**src/rtl/cv32e40s_fv_obi_responder_pkg.sv**
```systemverilog
// Shared types and width helpers for the cv32e40s formal/sim OBI responder.
//   obi_resp_entry_t : one queued response (read data + error flag)
//   resp_state_e     : response-channel FSM states
//   idx_w / be_w     : word-index and byte-enable width helpers
// Response entries carry OBI_DATA_W bits of data, so the responder's
// DATA_WIDTH has to equal OBI_DATA_W.
package cv32e40s_fv_obi_pkg;

  localparam int unsigned OBI_DATA_W = 32;

  typedef struct packed {
    logic [OBI_DATA_W-1:0] rdata;
    logic                  err;
  } obi_resp_entry_t;

  typedef enum logic [1:0] {
    R_IDLE,
    R_WAIT,
    R_VALID
  } resp_state_e;

  // Number of bits needed to index 'depth' items (at least 1).
  function automatic int unsigned idx_w(input int unsigned depth);
    return (depth > 1) ? $clog2(depth) : 1;
  endfunction

  function automatic int unsigned be_w(input int unsigned data_width);
    return data_width / 8;
  endfunction

endpackage

```
**src/rtl/cv32e40s_fv_obi_responder_if.sv**
```systemverilog
// OBI bus bundle between an initiator (core side) and the responder.
//   req/gnt/addr/we/be/wdata : address phase
//   rvalid/rready/rdata/err  : response phase
// Modports: master (initiator), slave (responder).
interface cv32e40s_fv_obi_if
  import cv32e40s_fv_obi_pkg::*;
#(
  parameter int unsigned ADDR_WIDTH = 32,
  parameter int unsigned DATA_WIDTH = 32
);

  logic                          req;
  logic                          gnt;
  logic [ADDR_WIDTH-1:0]         addr;
  logic                          we;
  logic [be_w(DATA_WIDTH)-1:0]   be;
  logic [DATA_WIDTH-1:0]         wdata;
  logic                          rvalid;
  logic                          rready;
  logic [DATA_WIDTH-1:0]         rdata;
  logic                          err;

  modport master (
    output req, addr, we, be, wdata, rready,
    input  gnt, rvalid, rdata, err
  );

  modport slave (
    input  req, addr, we, be, wdata, rready,
    output gnt, rvalid, rdata, err
  );

endinterface

```
**src/rtl/cv32e40s_fv_obi_responder_resp_fifo.sv**
```systemverilog
// In-order response FIFO for the OBI responder.
//   clk_i, rst_i      : clock, synchronous active-high reset (empties the FIFO)
//   push_i / entry_i  : enqueue one response entry
//   pop_i             : drop the head entry
//   head_o            : current head entry
//   full_o / empty_o  : occupancy flags
//   count_o           : number of stored entries
// Pointers wrap explicitly at DEPTH, so DEPTH need not be a power of two.
module cv32e40s_fv_obi_resp_fifo
  import cv32e40s_fv_obi_pkg::*;
#(
  parameter  int unsigned DEPTH = 2,
  localparam int unsigned PTR_W = idx_w(DEPTH),
  localparam int unsigned CNT_W = $clog2(DEPTH + 1)
) (
  input  logic            clk_i,
  input  logic            rst_i,
  input  logic            push_i,
  input  obi_resp_entry_t entry_i,
  input  logic            pop_i,
  output obi_resp_entry_t head_o,
  output logic            full_o,
  output logic            empty_o,
  output logic [CNT_W-1:0] count_o
);

  obi_resp_entry_t  mem_q [DEPTH];
  logic [PTR_W-1:0] wr_ptr_q, wr_ptr_d;
  logic [PTR_W-1:0] rd_ptr_q, rd_ptr_d;
  logic [CNT_W-1:0] count_q, count_d;
  logic             do_push, do_pop;

  function automatic logic [PTR_W-1:0] ptr_inc(input logic [PTR_W-1:0] p);
    return (p == PTR_W'(DEPTH - 1)) ? '0 : p + PTR_W'(1);
  endfunction

  assign full_o  = (count_q == CNT_W'(DEPTH));
  assign empty_o = (count_q == '0);
  assign count_o = count_q;
  assign head_o  = mem_q[rd_ptr_q];

  assign do_push = push_i & ~full_o;
  assign do_pop  = pop_i & ~empty_o;

  always_comb begin
    wr_ptr_d = do_push ? ptr_inc(wr_ptr_q) : wr_ptr_q;
    rd_ptr_d = do_pop  ? ptr_inc(rd_ptr_q) : rd_ptr_q;
    count_d  = count_q;
    if (do_push && !do_pop) count_d = count_q + CNT_W'(1);
    if (do_pop && !do_push) count_d = count_q - CNT_W'(1);
  end

  always_ff @(posedge clk_i) begin
    if (rst_i) begin
      wr_ptr_q <= '0;
      rd_ptr_q <= '0;
      count_q  <= '0;
    end else begin
      wr_ptr_q <= wr_ptr_d;
      rd_ptr_q <= rd_ptr_d;
      count_q  <= count_d;
    end
  end

  // Entry storage needs no reset: count_q alone decides what is valid.
  always_ff @(posedge clk_i) begin
    if (do_push) mem_q[wr_ptr_q] <= entry_i;
  end

endmodule

```
**src/rtl/cv32e40s_fv_obi_responder.sv**
```systemverilog
// OBI responder (memory side) for the cv32e40s formal/sim harness.
// Grants requests, services them from a small word-addressed memory and
// returns in-order responses no earlier than RESP_LATENCY cycles after accept.
//   clk_i, rst_i    : clock, synchronous active-high reset
//   obi (slave)     : OBI address and response phases
//   stall_gnt_i     : free input, 1 suppresses gnt
//   stall_rvalid_i  : free input, 1 delays rvalid assertion
// Optional feature macro FV_OBI_RESP_ERR_EN: out-of-range accesses answer
// err=1 / rdata=0 and do not write memory. Without it the address wraps
// modulo MEM_DEPTH*4 and err is tied to 0.
module cv32e40s_fv_obi_responder
  import cv32e40s_fv_obi_pkg::*;
#(
  parameter int unsigned ADDR_WIDTH   = 32,
  parameter int unsigned DATA_WIDTH   = 32,
  parameter int unsigned MEM_DEPTH    = 64,
  parameter int unsigned OUTSTANDING  = 2,
  parameter int unsigned RESP_LATENCY = 1
) (
  input  logic               clk_i,
  input  logic               rst_i,
  cv32e40s_fv_obi_if.slave   obi,
  input  logic               stall_gnt_i,
  input  logic               stall_rvalid_i
);

  localparam int unsigned IDX_W = idx_w(MEM_DEPTH);
  localparam int unsigned BE_W  = be_w(DATA_WIDTH);
  localparam int unsigned LAT_W = idx_w(RESP_LATENCY);
  localparam int unsigned CNT_W = $clog2(OUTSTANDING + 1);

  logic [DATA_WIDTH-1:0] mem_q [MEM_DEPTH];
  logic [IDX_W-1:0]      idx;
  logic                  oor, acc_err, accept, do_write;
  logic                  fifo_full, fifo_empty, rvalid, pop;
  logic [CNT_W-1:0]      fifo_count;
  obi_resp_entry_t       push_entry, head_entry;
  resp_state_e           state_q, state_d;
  logic [LAT_W-1:0]      cnt_q, cnt_d;

  // cnt counts the cycles the current head has spent waiting (0 = first).
  function automatic logic lat_done(input logic [LAT_W-1:0] c);
    return c >= LAT_W'(RESP_LATENCY - 1);
  endfunction

  function automatic logic [LAT_W-1:0] lat_inc(input logic [LAT_W-1:0] c);
    return lat_done(c) ? c : c + LAT_W'(1);
  endfunction

  assign idx = obi.addr[IDX_W+1:2];
  assign oor = (obi.addr >> (IDX_W + 2)) != '0;

`ifdef FV_OBI_RESP_ERR_EN
  assign acc_err = oor;
`else
  assign acc_err = 1'b0;
`endif

  // full is the registered count, so a retire never frees a slot in its own cycle.
  assign obi.gnt  = obi.req & ~fifo_full & ~stall_gnt_i & ~rst_i;
  assign accept   = obi.req & obi.gnt;
  assign do_write = accept & obi.we & ~acc_err;

  // Reads sample the memory before this cycle's write, so a write accepted
  // earlier is always visible to a later read.
  always_comb begin
    push_entry.rdata = (obi.we || acc_err) ? '0 : mem_q[idx];
    push_entry.err   = acc_err;
  end

  always_ff @(posedge clk_i) begin
    if (rst_i) begin
      for (int w = 0; w < MEM_DEPTH; w++) mem_q[w] <= '0;
    end else if (do_write) begin
      for (int b = 0; b < BE_W; b++) begin
        if (obi.be[b]) mem_q[idx][b*8 +: 8] <= obi.wdata[b*8 +: 8];
      end
    end
  end

  cv32e40s_fv_obi_resp_fifo #(
    .DEPTH (OUTSTANDING)
  ) u_resp_fifo (
    .clk_i   (clk_i),
    .rst_i   (rst_i),
    .push_i  (accept),
    .entry_i (push_entry),
    .pop_i   (pop),
    .head_o  (head_entry),
    .full_o  (fifo_full),
    .empty_o (fifo_empty),
    .count_o (fifo_count)
  );

  always_ff @(posedge clk_i) begin
    if (rst_i) begin
      state_q <= R_IDLE;
      cnt_q   <= '0;
    end else begin
      state_q <= state_d;
      cnt_q   <= cnt_d;
    end
  end

  always_comb begin
    state_d = state_q;
    cnt_d   = cnt_q;
    unique case (state_q)
      // An entry arriving into an empty FIFO counts its accept cycle as wait cycle 0.
      R_IDLE: begin
        if (accept || !fifo_empty) begin
          if (lat_done('0) && !stall_rvalid_i) begin
            state_d = R_VALID;
          end else begin
            state_d = R_WAIT;
            cnt_d   = lat_inc('0);
          end
        end
      end
      R_WAIT: begin
        if (lat_done(cnt_q) && !stall_rvalid_i) state_d = R_VALID;
        else                                    cnt_d   = lat_inc(cnt_q);
      end
      R_VALID: begin
        if (pop) begin
          if (fifo_count > CNT_W'(1) || accept) begin
            state_d = R_WAIT;
            cnt_d   = '0;
          end else begin
            state_d = R_IDLE;
          end
        end
      end
      default: state_d = R_IDLE;
    endcase
  end

  always_comb begin
    rvalid    = (state_q == R_VALID) & ~rst_i;
    obi.rdata = rvalid ? head_entry.rdata : '0;
`ifdef FV_OBI_RESP_ERR_EN
    obi.err   = rvalid & head_entry.err;
`else
    obi.err   = 1'b0;
`endif
  end

  assign obi.rvalid = rvalid;
  assign pop        = rvalid & obi.rready;

endmodule
```
**src/flat_wrapper.sv**
```systemverilog
// flat-port wrapper written by rule: the top's interface ports become plain ports
module cv32e40s_fv_obi_responder_flat import cv32e40s_fv_obi_pkg::*;
#(
  parameter int unsigned ADDR_WIDTH   = 32,
  parameter int unsigned DATA_WIDTH   = 32,
  parameter int unsigned MEM_DEPTH    = 64,
  parameter int unsigned OUTSTANDING  = 2,
  parameter int unsigned RESP_LATENCY = 1
)
  (clk_i, rst_i, stall_gnt_i, stall_rvalid_i, obi_req, obi_addr, obi_we, obi_be, obi_wdata, obi_rready, obi_gnt, obi_rvalid, obi_rdata, obi_err);
  cv32e40s_fv_obi_if #(.ADDR_WIDTH(ADDR_WIDTH), .DATA_WIDTH(DATA_WIDTH)) obi_i ();
  input  logic clk_i;
  input  logic rst_i;
  input  logic stall_gnt_i;
  input  logic stall_rvalid_i;
  input wire logic [$bits(obi_i.req)-1:0] obi_req;
  input wire logic [$bits(obi_i.addr)-1:0] obi_addr;
  input wire logic [$bits(obi_i.we)-1:0] obi_we;
  input wire logic [$bits(obi_i.be)-1:0] obi_be;
  input wire logic [$bits(obi_i.wdata)-1:0] obi_wdata;
  input wire logic [$bits(obi_i.rready)-1:0] obi_rready;
  output wire logic [$bits(obi_i.gnt)-1:0] obi_gnt;
  output wire logic [$bits(obi_i.rvalid)-1:0] obi_rvalid;
  output wire logic [$bits(obi_i.rdata)-1:0] obi_rdata;
  output wire logic [$bits(obi_i.err)-1:0] obi_err;
  assign obi_i.req = obi_req;
  assign obi_i.addr = obi_addr;
  assign obi_i.we = obi_we;
  assign obi_i.be = obi_be;
  assign obi_i.wdata = obi_wdata;
  assign obi_i.rready = obi_rready;
  assign obi_gnt = obi_i.gnt;
  assign obi_rvalid = obi_i.rvalid;
  assign obi_rdata = obi_i.rdata;
  assign obi_err = obi_i.err;
  cv32e40s_fv_obi_responder #(.ADDR_WIDTH(ADDR_WIDTH), .DATA_WIDTH(DATA_WIDTH), .MEM_DEPTH(MEM_DEPTH), .OUTSTANDING(OUTSTANDING), .RESP_LATENCY(RESP_LATENCY)) u_core (.clk_i(clk_i), .rst_i(rst_i), .obi(obi_i), .stall_gnt_i(stall_gnt_i), .stall_rvalid_i(stall_rvalid_i));
endmodule
```
**config.mk**
```make
export PLATFORM = sky130hd
export DESIGN_NAME = cv32e40s_fv_obi_responder_flat
export DESIGN_NICKNAME = d
export VERILOG_FILES = /design/src/rtl/cv32e40s_fv_obi_responder_pkg.sv /design/src/rtl/cv32e40s_fv_obi_responder_if.sv /design/src/rtl/cv32e40s_fv_obi_responder_resp_fifo.sv /design/src/rtl/cv32e40s_fv_obi_responder.sv /design/src/flat_wrapper.sv
export SDC_FILE = /design/constraint.sdc
export NUM_CORES = 2
export LEC_CHECK = 0
export CELL_PAD_IN_SITES_DETAIL_PLACEMENT = 1
export CELL_PAD_IN_SITES_GLOBAL_PLACEMENT = 1
export CORE_UTILIZATION = 35
export CTS_CLUSTER_DIAMETER = 60
export DETAILED_ROUTE_END_ITERATION = 10
export PLACE_DENSITY_LB_ADDON = 0.3
export REMOVE_ABC_BUFFERS = 1
export SLEW_MARGIN = 15
export SYNTH_ARGS = -nofsm -noshare
export SYNTH_HDL_FRONTEND = slang
export SYNTH_HIERARCHICAL = 1
export SYNTH_SLANG_ARGS = --single-unit
```
**constraint.sdc**
```tcl
create_clock -name clk_i -period 2.5 [get_ports clk_i]
set_clock_uncertainty 0.05 [all_clocks]
set_input_delay 0.5 -clock clk_i [delete_from_list [all_inputs] [get_ports clk_i]]
set_output_delay 0.5 -clock clk_i [all_outputs]
set_load 0.03 [all_outputs]
```
==> qor.yml <==
critPathLaunchType: "flop"
status: "finished, violations left"
worst_slack_ns: -0.340
overflow: 0
drv_cap: 0
cp_top_family: "flip-flops"
drive_above_1_share_pct: 26.2
peakVddDrop_v: 0.000655
drt.antenna.violating_nets: 0
clock_sink_count: 2119
whs_ns: 0.156
numCtsBuffers: 230
hold_class: "in -> reg"
setup_viol: 858
areaGrowthSynthToFinish_pct: 25.1
crit_path_end_kind: "primary output"
dieArea_mm2: 0.279
die_w_um: 528
p_per_area_mw_per_mm2: 677
arrival_ns: 2.29
maxSlewHeadroom_pct: 33.8
die_y_um: 528
htreeDepth: 4
place.gp.congestion: 0.904
grt_pass1_wl_mm: 517
crit_fanout: 8
grt_pass1_vias: 69900
dr.first_iter.drc_count: 7417
p_leak_nw: 42.9
cpMostUsedCell: "buf_12"
cts_tree: "yes"
path_buf_inv: 2
fmax_mhz: 352
rsz0062_at_grt: "yes"
ys_warn_count: 6
core_mm2: 0.275
crit_chain: "buf_12 -> mux2_4 -> and2_4 -> buf_12"
worst_slew_pin_slew_ns: 0.993
cts.reportedPaths.clkPinSlew_ns: 0.06
routed_wl_mm: 372
grt_max_degree: 108
clk_latency_ns: 0.91
vias_per_cell: 5.64
finalCriticalPeriod_ns: 2.84
report.final.slew_viol_count: 0
violations: "setup timing"
place_area_mm2: 0.111
vias: 68500
crit_path_top_delay_cell: "dfxtp_4"
fin_crit_sh_pct: 114
avgSynthCellArea_um2: 13.1
wl_per_cell_um: 30.6
crit_type: "reg -> out"
finalInstanceArea_mm2: 0.121
finalNetCount: 8328
numPortBuffers: 82
initial_core_util_pct: 35.3
cts-root-buf: "clkbuf_16"
dp_hpwl_mm: 257
rows: 192
netlist_area_mm2: 0.0970
grt_antenna_before_repair: 11
ios: 110
final-hold-violation-count: 0
crit_required_ns: 1.95
cts_max_path_buffers: 3
grt_usage_pct: 26.0
firstDrtPassIters: 5
route.detailed.drc: 0
cpPeakStageDelay_ns: 0.44
synthCells: 7404
## placed cells by master (no fill, tap or decap), drive strengths merged, types with 23 or more instances in the layout
cell type and instances:
edfxtp 2112, and2 2089, buf 1234, a22oi 426
nor2 388, a221oi 343, clkbuf 298, or2 257
o21ai 167, o22ai 154, a21oi 142, mux2i 129
nand2 123, clkinv 110, mux2 92, a22o 52
a211oi 44, inv 23
## worst reg2reg max path, delay by kind of cell (launching register included)
family	cells	cell delay, ns
flip-flops	1	0.32
buffers and inverters	6	0.89
AND/OR/NAND/NOR	6	1.11
## flip-flops by register name, indices dropped and copies added (netlist names), named ones only
signal                       count
u_core/mem_q                  2048
u_core/u_resp_fifo/mem_q        64
u_core/state_q                   2
u_core/u_resp_fifo/count_o       2
u_core/u_resp_fifo/rd_ptr_q      1
u_core/u_resp_fifo/wr_ptr_q      1
## where the power goes
group | leakage [nW] | switching, mW | internal, mW
Combinational | 19.2 | 4.69 | 2.61
Clock | 3.55 | 14.9 | 18.6
Sequential | 20.1 | 0.594 | 40.7
## path summary, 6_finish.rpt
path,startpoint,endpoint,slack (ns),cells past startpoint
min reg2reg,u_core/u_resp_fifo/wr_ptr_q,u_core/u_resp_fifo/wr_ptr_q,0.44,2
max,flop,obi_rdata[4],-0.34,4
min,obi_wdata[17],u_core/mem_q[30][17],0.16,2
max reg2reg,u_core/u_resp_fifo/count_o[0],u_core/mem_q[30][27],-0.14,12
## area by class of cell
type,count,area (um^2)
multi-input combinational,4635,32700
clock buffer,284,5980
clock inverter,148,1330
inverter,7,31.3
timing repair buffer,1259,13100
antenna,5,12.5
fill,27800,153000
tap,3686,4610
sequential,2119,63600
## routing by layer
| layer | share of wire (%) | vias to the layer above | track usage (%) |
|---|---|---|---|
| met5 | 0 | - | 0 |
| met4 | 4.7 | 0 | 11.2 |
| met3 | 7.9 | 618 | 4.89 |
| met2 | 47 | 2891 | 42.6 |
| met1 | 40 | 35800 | 33.6 |
| li1 | - | 29200 | - |
## stage by stage
stage / worst slack [ns] / std cells / utilization, % / power, mW / setup TNS (ns)
2_1_floorplan: -5.95 / 6760 / - / 44.5 / -7055.97
4_1_cts: -0.438 / 12100 / 43.4 / 82.4 / -19.87
5_1_grt: -0.371 / 12100 / 44.2 / 84.3 / -83.31
3_5_place_dp: -1.17 / 11700 / 40.4 / 49.0 / -2770.30
6_report: -0.340 / 12100 / 44.2 / 82.2 / -45.88
3_3_place_gp: -1.13 / 11700 / 40.4 / 48.8 / -2722.75
## timing repair
action,4_1_cts,5_1_grt
gates resized for setup,255,458
endpoints found under the hold margin,7,0
hold buffers,1,0
endpoints found under the setup margin,4104,1561
buffers inserted,11,18
pin swaps,11,111
cloned,10,18
(Power assumes the default switching activity.)
